`config.mk`:
```
export PLATFORM = sky130hd
export DESIGN_NAME = serial_add_ctrl_flat
export DESIGN_NICKNAME = d
export VERILOG_FILES = /design/src/rtl/serial_add_ctrl_if.sv /design/src/rtl/serial_add_ctrl.sv /design/src/flat_wrapper.sv
export SDC_FILE = /design/constraint.sdc
export NUM_CORES = 1
export LEC_CHECK = 0
export BUFFER_PORTS_ARGS = -buffer_cell sky130_fd_sc_hd__buf_2
export CORE_UTILIZATION = 50
export CTS_BUF_LIST = sky130_fd_sc_hd__clkbuf_8
export DETAILED_ROUTE_END_ITERATION = 7
export HOLD_SLACK_MARGIN = 0.15
export PLACE_DENSITY = 0.73
export SLEW_MARGIN = 5
export SYNTH_ARGS = -nofsm -noshare
export SYNTH_HDL_FRONTEND = slang
export SYNTH_HIERARCHICAL = 1
export SYNTH_SLANG_ARGS = --single-unit
export TNS_END_PERCENT = 100
```
`constraint.sdc`:
```
create_clock -name clk -period 2.75 [get_ports clk]
set_input_delay 0.4125 -clock clk [delete_from_list [all_inputs] [get_ports clk]]
set_output_delay 0.4125 -clock clk [all_outputs]
set_load 0.02 [all_outputs]
```
`src/rtl/serial_add_ctrl_if.sv`:
```
//------------------------------------------------------------------------------
// serial_add_ctrl_if : request/result bundle for the bit-serial adder controller
// Revision: 1.0
//------------------------------------------------------------------------------
`default_nettype none

interface serial_add_ctrl_if #(
  parameter int WIDTH = 8
);
  logic             start;
  logic [WIDTH-1:0] a;
  logic [WIDTH-1:0] b;
  logic             busy;
  logic             done;
  logic [WIDTH-1:0] sum;
  logic             cout;

  modport master (
    output start, a, b,
    input  busy, done, sum, cout
  );

  modport slave (
    input  start, a, b,
    output busy, done, sum, cout
  );
endinterface

`default_nettype wire

```
`src/rtl/serial_add_ctrl.sv`:
```
//------------------------------------------------------------------------------
// serial_add_ctrl : LSB-first bit-serial adder sharing one full adder (2 HAs + OR)
// Revision: 1.0
//------------------------------------------------------------------------------
`default_nettype none

module half_adder (
  input  logic x,
  input  logic y,
  output logic s,
  output logic c
);
  assign s = x ^ y;
  assign c = x & y;
endmodule

module serial_add_ctrl #(
  parameter int WIDTH = 8
) (
  input  logic                   clk,
  input  logic                   rst,
  serial_add_ctrl_if.slave       bus
);

  localparam int                CNT_W = (WIDTH > 1) ? $clog2(WIDTH) : 1;
  localparam logic [CNT_W-1:0]  LAST  = CNT_W'(WIDTH - 1);

  typedef enum logic [1:0] {
    IDLE = 2'd0,
    RUN  = 2'd1,
    DONE = 2'd2
  } state_t;

  state_t             state;
  logic [WIDTH-1:0]   a_sh;
  logic [WIDTH-1:0]   b_sh;
  logic               carry;
  logic [CNT_W-1:0]   cnt;
  logic               busy_q;
  logic               done_q;
  logic [WIDTH-1:0]   sum_q;
  logic               cout_q;

  logic               ha0_s;
  logic               ha0_c;
  logic               fa_s;
  logic               ha1_c;
  logic               fa_c;
  logic [WIDTH-1:0]   acc_next;
  logic               accept;

  assign accept = (state == IDLE) && bus.start;

  // The single shared full adder: two half adders with OR-ed carries.
  half_adder u_ha0 (.x(a_sh[0]), .y(b_sh[0]), .s(ha0_s), .c(ha0_c));
  half_adder u_ha1 (.x(ha0_s),   .y(carry),   .s(fa_s),  .c(ha1_c));
  assign fa_c = ha0_c | ha1_c;

  // Only WIDTH-1 partial-sum bits need storage; the last bit comes straight from the adder.
  generate
    if (WIDTH > 1) begin : g_wide
      logic [WIDTH-2:0] acc;

      always_ff @(posedge clk) begin
        if (rst || accept) begin
          acc <= '0;
        end else if (state == RUN) begin
          acc <= acc_next[WIDTH-1:1];
        end
      end

      assign acc_next = {fa_s, acc};
    end else begin : g_narrow
      assign acc_next = fa_s;
    end
  endgenerate

  always_ff @(posedge clk) begin
    if (rst) begin
      state  <= IDLE;
      a_sh   <= '0;
      b_sh   <= '0;
      carry  <= 1'b0;
      cnt    <= '0;
      busy_q <= 1'b0;
      done_q <= 1'b0;
      sum_q  <= '0;
      cout_q <= 1'b0;
    end else begin
      case (state)
        IDLE: begin
          if (bus.start) begin
            a_sh   <= bus.a;
            b_sh   <= bus.b;
            carry  <= 1'b0;
            cnt    <= '0;
            busy_q <= 1'b1;
            state  <= RUN;
          end
        end
        RUN: begin
          a_sh  <= a_sh >> 1;
          b_sh  <= b_sh >> 1;
          carry <= fa_c;
          cnt   <= cnt + CNT_W'(1);
          if (cnt == LAST) begin
            state  <= DONE;
            busy_q <= 1'b0;
            done_q <= 1'b1;
            sum_q  <= acc_next;
            cout_q <= fa_c;
          end
        end
        DONE: begin
          done_q <= 1'b0;
          state  <= IDLE;
        end
        default: begin
          busy_q <= 1'b0;
          done_q <= 1'b0;
          state  <= IDLE;
        end
      endcase
    end
  end

  assign bus.busy = busy_q;
  assign bus.done = done_q;
  assign bus.sum  = sum_q;
  assign bus.cout = cout_q;

endmodule

`default_nettype wire

```
`src/flat_wrapper.sv`:
```
// flat-port wrapper written by rule: the top's interface ports become plain ports
module serial_add_ctrl_flat 
#(
  parameter int WIDTH = 8
)
  (clk, rst, bus_start, bus_a, bus_b, bus_busy, bus_done, bus_sum, bus_cout);
  serial_add_ctrl_if #(.WIDTH(WIDTH)) bus_i ();
  input  logic clk;
  input  logic rst;
  input wire logic [$bits(bus_i.start)-1:0] bus_start;
  input wire logic [$bits(bus_i.a)-1:0] bus_a;
  input wire logic [$bits(bus_i.b)-1:0] bus_b;
  output wire logic [$bits(bus_i.busy)-1:0] bus_busy;
  output wire logic [$bits(bus_i.done)-1:0] bus_done;
  output wire logic [$bits(bus_i.sum)-1:0] bus_sum;
  output wire logic [$bits(bus_i.cout)-1:0] bus_cout;
  assign bus_i.start = bus_start;
  assign bus_i.a = bus_a;
  assign bus_i.b = bus_b;
  assign bus_busy = bus_i.busy;
  assign bus_done = bus_i.done;
  assign bus_sum = bus_i.sum;
  assign bus_cout = bus_i.cout;
  serial_add_ctrl #(.WIDTH(WIDTH)) u_core (.clk(clk), .rst(rst), .bus(bus_i));
endmodule
```
==> flow_summary.json, run 1 <==
{
  "rsz0062_at_grt": "no",
  "hp-class": "in2reg",
  "syn_nets": 192,
  "yosysWarnings": 6,
  "stdcell_count": 239,
  "cts_resized": 0,
  "clkSinkCount": 40,
  "firstDrtPassIters": 4,
  "postSynthAreaPerCell_um2": 9.79,
  "via_count": 1267,
  "arrival_ns": 2.03,
  "yosysMostFrequentCell": "dfxtp_1",
  "ant_nets": 0,
  "slew_viol_final": 0,
  "fin_nets": 217,
  "cts_tree": "yes",
  "n_antenna_cell": 0,
  "h-tree-depth": 2,
  "cts-root-buf": "clkbuf_8",
  "clkTransAtPathRegs_ns": 0.08,
  "start_util": 0.533,
  "antenna_found_initial": 0,
  "tns_ns": 0,
  "tightest_slew_ns": 0.908,
  "synthDistinctLibCells": 27,
  "clk_path_buf_depth": 2,
  "fmax_mhz": 544,
  "synth_cells": 169,
  "dp_hpwl_mm": 2.19,
  "setup_viol": 0,
  "drcViolationCount": 0,
  "ys.flop_type": "dfxtp_1",
  "die_area_um2": 3550,
  "gp_congestion": 0.676,
  "period_needed_ns": 1.84,
  "rows": 20,
  "die_x_um": 59.5,
  "cp.required_ns": 2.95,
  "synth_seq_area_share": 0.484,
  "grt_max_degree": 42,
  "die_h_um": 59.5,
  "grt_usage": 0.196,
  "crit_buf_inv": 1,
  "finalCritPeriodShare": 0.669,
  "wl_per_cell_um": 13.1,
  "yosysTopAreaCell": "dfxtp_1",
  "n_fill_cell": 286,
  "insertion_delay_ns": 0.28,
  "power_density_nw_per_um2": 665,
  "area_growth_pct": 15.3,
  "endpoint_kind": "flip-flop",
  "netlist.area_leader.share": 0.484,
  "dp.cells": 231,
  "crit_fanout": 23,
  "cap_violations": 0,
  "netlist_area_um2": 1660,
  "slew_headroom": 0.393,
  "cp_slowest_stage_delay_ns": 0.71,
  "start_kind": "flip-flop",
  "io_buffers": 29,
  "ir_drop_mv": 0.361,
  "hold_viol": 0,
  "synthArstFlopShare": 0,
  "cts_made_buffers": 5,
  "grt_pass1_vias": 1215,
  "criticalPathCategory": "reg2reg",
  "clock_skew_ns": 0.00554,
  "status": "complete, no violations",
  "crit_chain": "o21ba_1 -> buf_4 -> nor2_1 -> a211oi_1",
  "slowest_stage": "dfxtp_1",
  "leakage_uw": 0.000780,
  "postCtsSetupBuffers": 0,
  "wirelength_mm": 3.14,
  "vias_per_cell": 5.30,
  "grt_pass1_wl_mm": 5.13,
  "num_io_pins": 30,
  "cpLargestDelayFamily": "flip-flops",
  "first_iter_violations": 59,
  "ys_ff_latch": 40,
  "drive_above_1_share": 0.256,
  "coreArea_um2": 3100,
  "grt.overflow.total": 0,
  "synth-edff-count": 0,
  "synth_area_leaders": "dfxtp_1 (48%), mux2i_1 (8.5%), a211oi_2 (7.6%)",
  "cts_hold_buffers": 0,
  "synthTopCellsByCount": "dfxtp_1 (40), nor2_1 (28), nand2_1 (17)"
}
routing by layer:
| layer | share of wire | GRT usage | wire length, um |
|---|---|---|---|
| met4 | 0 | 0.0399 | 0 |
| met1 | 0.46 | 0.228 | 1430 |
| met5 | 0 | 0 | 0 |
| met2 | 0.50 | 0.350 | 1590 |
| met3 | 0.039 | 0.0655 | 123 |
path summary, 6_finish.rpt:
path	start	cells after the start	endpoint	slack [ns]
worst max-delay path	u_core/state[0]$_SDFFE_PP0P_	4	u_core/b_sh[3]$_SDFFE_PP0P_	0.91
worst max register to register	u_core/state[0]$_SDFFE_PP0P_	4	u_core/b_sh[3]$_SDFFE_PP0P_	0.91
worst min register to register	u_core/bus.sum[5]$_SDFFE_PP0P_	2	u_core/bus.sum[5]$_SDFFE_PP0P_	0.46
worst min-delay path	bus_b[7]	3	u_core/b_sh[7]$_SDFFE_PP0P_	0.37
worst register-to-register path, cell delays in order (launching register included):
cell and delay (ns):
dfxtp_1 0.71, o21ba_1 0.40, buf_4 0.33, nor2_1 0.08, a211oi_1 0.23
power by group:
group | internal, uW | leakage (uW) | switching, uW
Sequential | 607 | 0.000327 | 21.9
Clock | 320 | 0.0000645 | 192
Combinational | 56.8 | 0.000388 | 70.6
Total | 984 | 0.000780 | 284
per-stage QoR:
step	area (um^2)	total power (uW)	hold slack, ns	utilization	worst slack [ns]
floorplan	1660	743	0.432	-	1.49
global placement	1780	762	0.442	0.574	1.09
detailed placement	1780	772	0.448	0.574	0.924
CTS	1910	1280	0.362	0.615	0.911
global route	1910	1320	0.393	0.615	0.669
finish	1910	1270	0.369	0.615	0.911
sequential cells by signal, indices dropped and copies added, names as in the netlist, 2 cells and up:
name	cells
u_core/a_sh	8
u_core/b_sh	8
u_core/bus.sum	8
u_core/cnt	3
u_core/g_wide.acc	7
u_core/state	2
cell type report:
class,count,area [um^2],share of cell area
well taps,44,55.1,0.0289
clock buffers,7,96.3,0.0505
repair buffers,31,160,0.0839
clock inverters,1,30.0,0.0157
inverters,1,3.75,0.00197
multi-input cells,115,762,0.399
flip-flops and latches,40,801,0.420
cells by family (layout without fill, tap and decap cells):
| family | Yosys count | after routing | synth area share |
|---|---|---|---|
| DFF | 40 | 40 | 0.484 |
| muxes | 14 | 14 | 0.0847 |
| and+or+nand+nor | 55 | 55 | 0.143 |
| AOI/OAI and AO/OA | 42 | 42 | 0.203 |
| buffers and inverters | 14 | 40 | 0.0559 |
| adders and majority gates | 4 | 4 | 0.0302 |
cells in the final DEF (no fill, tap or decap), drive strengths merged, types with 3 or more instances in the layout:
cell type,instances
dfxtp,40
a211oi,15
ha,4
a22oi,11
a21oi,12
nor2,28
buf,31
mux2i,14
clkbuf,7
nor3,3
nand2,17
(Power assumes the default switching activity.)
==> run 2, diff against run 1 <==
clock period = 1.8 ns   (was 2.75 ns; I/O delays follow)
==> run 2 against run 1 <==
Net effect: wire length is 2.8% lower; clock skew is 0.0015 ns higher; highest routed layer is now met4; sequential share of layout area is 0.60 points lower; largest power group unchanged; register-to-register slack worse by 0.56 ns; first-iteration DRC count stayed put; flip-flop and latch count stayed put; sequential power is 52% higher; critical path type unchanged; global-route usage is 0.13 points higher; cell count is 0.84% higher; count of clock-buffer cells in the layout stayed put.
==> flow_summary.json, run 2 (synthesis gave the netlist of run 1 again) <==
{
  "period_needed_ns": 1.45,
  "die_x_um": 59.5,
  "leakage_uw": 0.000795,
  "grt.overflow.total": 0,
  "pre_cts_ws_ns": 0.344,
  "power_density_nw_per_um2": 1000,
  "fin_nets": 219,
  "drive_above_1_share": 0.264,
  "slew_viol_final": 0,
  "coreArea_um2": 3100,
  "insertion_delay_ns": 0.29,
  "grt_pass1_vias": 1196,
  "finalCritPeriodShare": 0.805,
  "dp_hpwl_mm": 2.16,
  "rsz0062_at_grt": "no",
  "cts_resized": 0,
  "cts_made_buffers": 5,
  "cts_hold_buffers": 0,
  "num_io_pins": 30,
  "postPlaceCellArea_um2": 1810,
  "antenna_found_initial": 0,
  "criticalPathCategory": "reg2reg",
  "whs_ns": 0.221,
  "tightest_slew_ns": 0.846,
  "tns_ns": 0,
  "multi_input_area_um2": 762,
  "cts_tree": "yes",
  "n_fill_cell": 297,
  "cts-root-buf": "clkbuf_8",
  "grt_pass1_wl_mm": 5.06,
  "clk_path_buf_depth": 2,
  "final-seq-area_um2": 801,
  "mostFrequentLayoutCells": "dfxtp_1 (40), buf_2 (29), nor2_1 (28)",
  "firstDrtPassIters": 5,
  "rows": 20,
  "grt_max_degree": 27,
  "setup_viol": 0,
  "area_growth_pct": 16.9,
  "start_kind": "flip-flop",
  "cp.required_ns": 1.95,
  "crit_fanout": 11,
  "start_util": 0.533,
  "slew_headroom": 0.435,
  "stdcell_count": 241,
  "ant_nets": 0,
  "r2r_slack_ns": 0.35,
  "io_buffers": 29,
  "fmax_mhz": 690,
  "clkSinkCount": 40,
  "status": "complete, no violations",
  "cap_violations": 0,
  "die_area_um2": 3550,
  "hp-class": "in2reg",
  "drcViolationCount": 0,
  "n_antenna_cell": 0,
  "gp_congestion": 0.695,
  "dp.cells": 233,
  "vias_per_cell": 5.33,
  "die_h_um": 59.5,
  "wl_per_cell_um": 12.7,
  "ir_drop_mv": 0.641,
  "postCtsSetupBuffers": 0,
  "layout_commonest_cell": "dfxtp_1",
  "h-tree-depth": 2,
  "endpoint_kind": "flip-flop",
  "grt_usage": 0.197,
  "clkTransAtPathRegs_ns": 0.07,
  "fin_ws_ns": 0.352,
  "clock_skew_ns": 0.00700,
  "first_iter_violations": 59,
  "wirelength_mm": 3.06,
  "hold_viol": 0,
  "via_count": 1285,
  "arrival_ns": 1.60,
  "post-route-cell-area_um2": 1940
}
-- run 2: cell count changes in the layout (fill, tap and decap cells not counted) --
cell | previous run | this run
buf_12 | 0 | 1
buf_4 | 2 | 3
-- run 2: power by group --
group	switching (uW)	leakage [uW]	total (uW)	internal, uW
sequential	25.4	0.000327	953	928
combinational	114	0.000403	209	94.5
clock	289	0.0000645	778	489
-- run 2: routing by layer --
layer / vias up / GRT usage / share of wire
met5: - / 0 / 0
met1: 600 / 0.223 / 0.42
li1: 646 / - / -
met2: 34 / 0.340 / 0.53
met3: 5 / 0.0590 / 0.046
met4: 0 / 0.0897 / 0.013
-- run 2: worst max-delay path, stage by stage (launching register included) --
cell	delay (ns)
dfxtp_1	0.35
ha_1	0.15
ha_1	0.17
nand3b_1	0.31
nor3_1	0.25
nor3_1	0.08
-- run 2: area by class of cell --
class	count	area share
Sequential cell	40	0.414
Tap cell	44	0.0284
Clock buffer	7	0.0498
Multi-Input combinational cell	115	0.394
Clock inverter	1	0.0155
Inverter	1	0.00194
Timing Repair Buffer	33	0.0970
-- run 2: path summary, 6_finish.rpt --
path,startpoint,to,cells after the start
max,u_core/cnt[0]$_SDFFE_PP0P_,u_core/bus.cout$_SDFFE_PP0P_,5
min,bus_a[7],u_core/a_sh[7]$_SDFFE_PP0P_,3
max reg2reg,u_core/cnt[0]$_SDFFE_PP0P_,u_core/bus.cout$_SDFFE_PP0P_,5
min reg2reg,u_core/bus.sum[3]$_SDFFE_PP0P_,u_core/bus.sum[3]$_SDFFE_PP0P_,2
-- run 2: metrics by stage --
step | power, uW | utilization
floorplan | 1140 | -
detailed placement | 1180 | 0.583
finish | 1940 | 0.624
global route | 2020 | 0.624
CTS | 1970 | 0.624
global placement | 1170 | 0.583
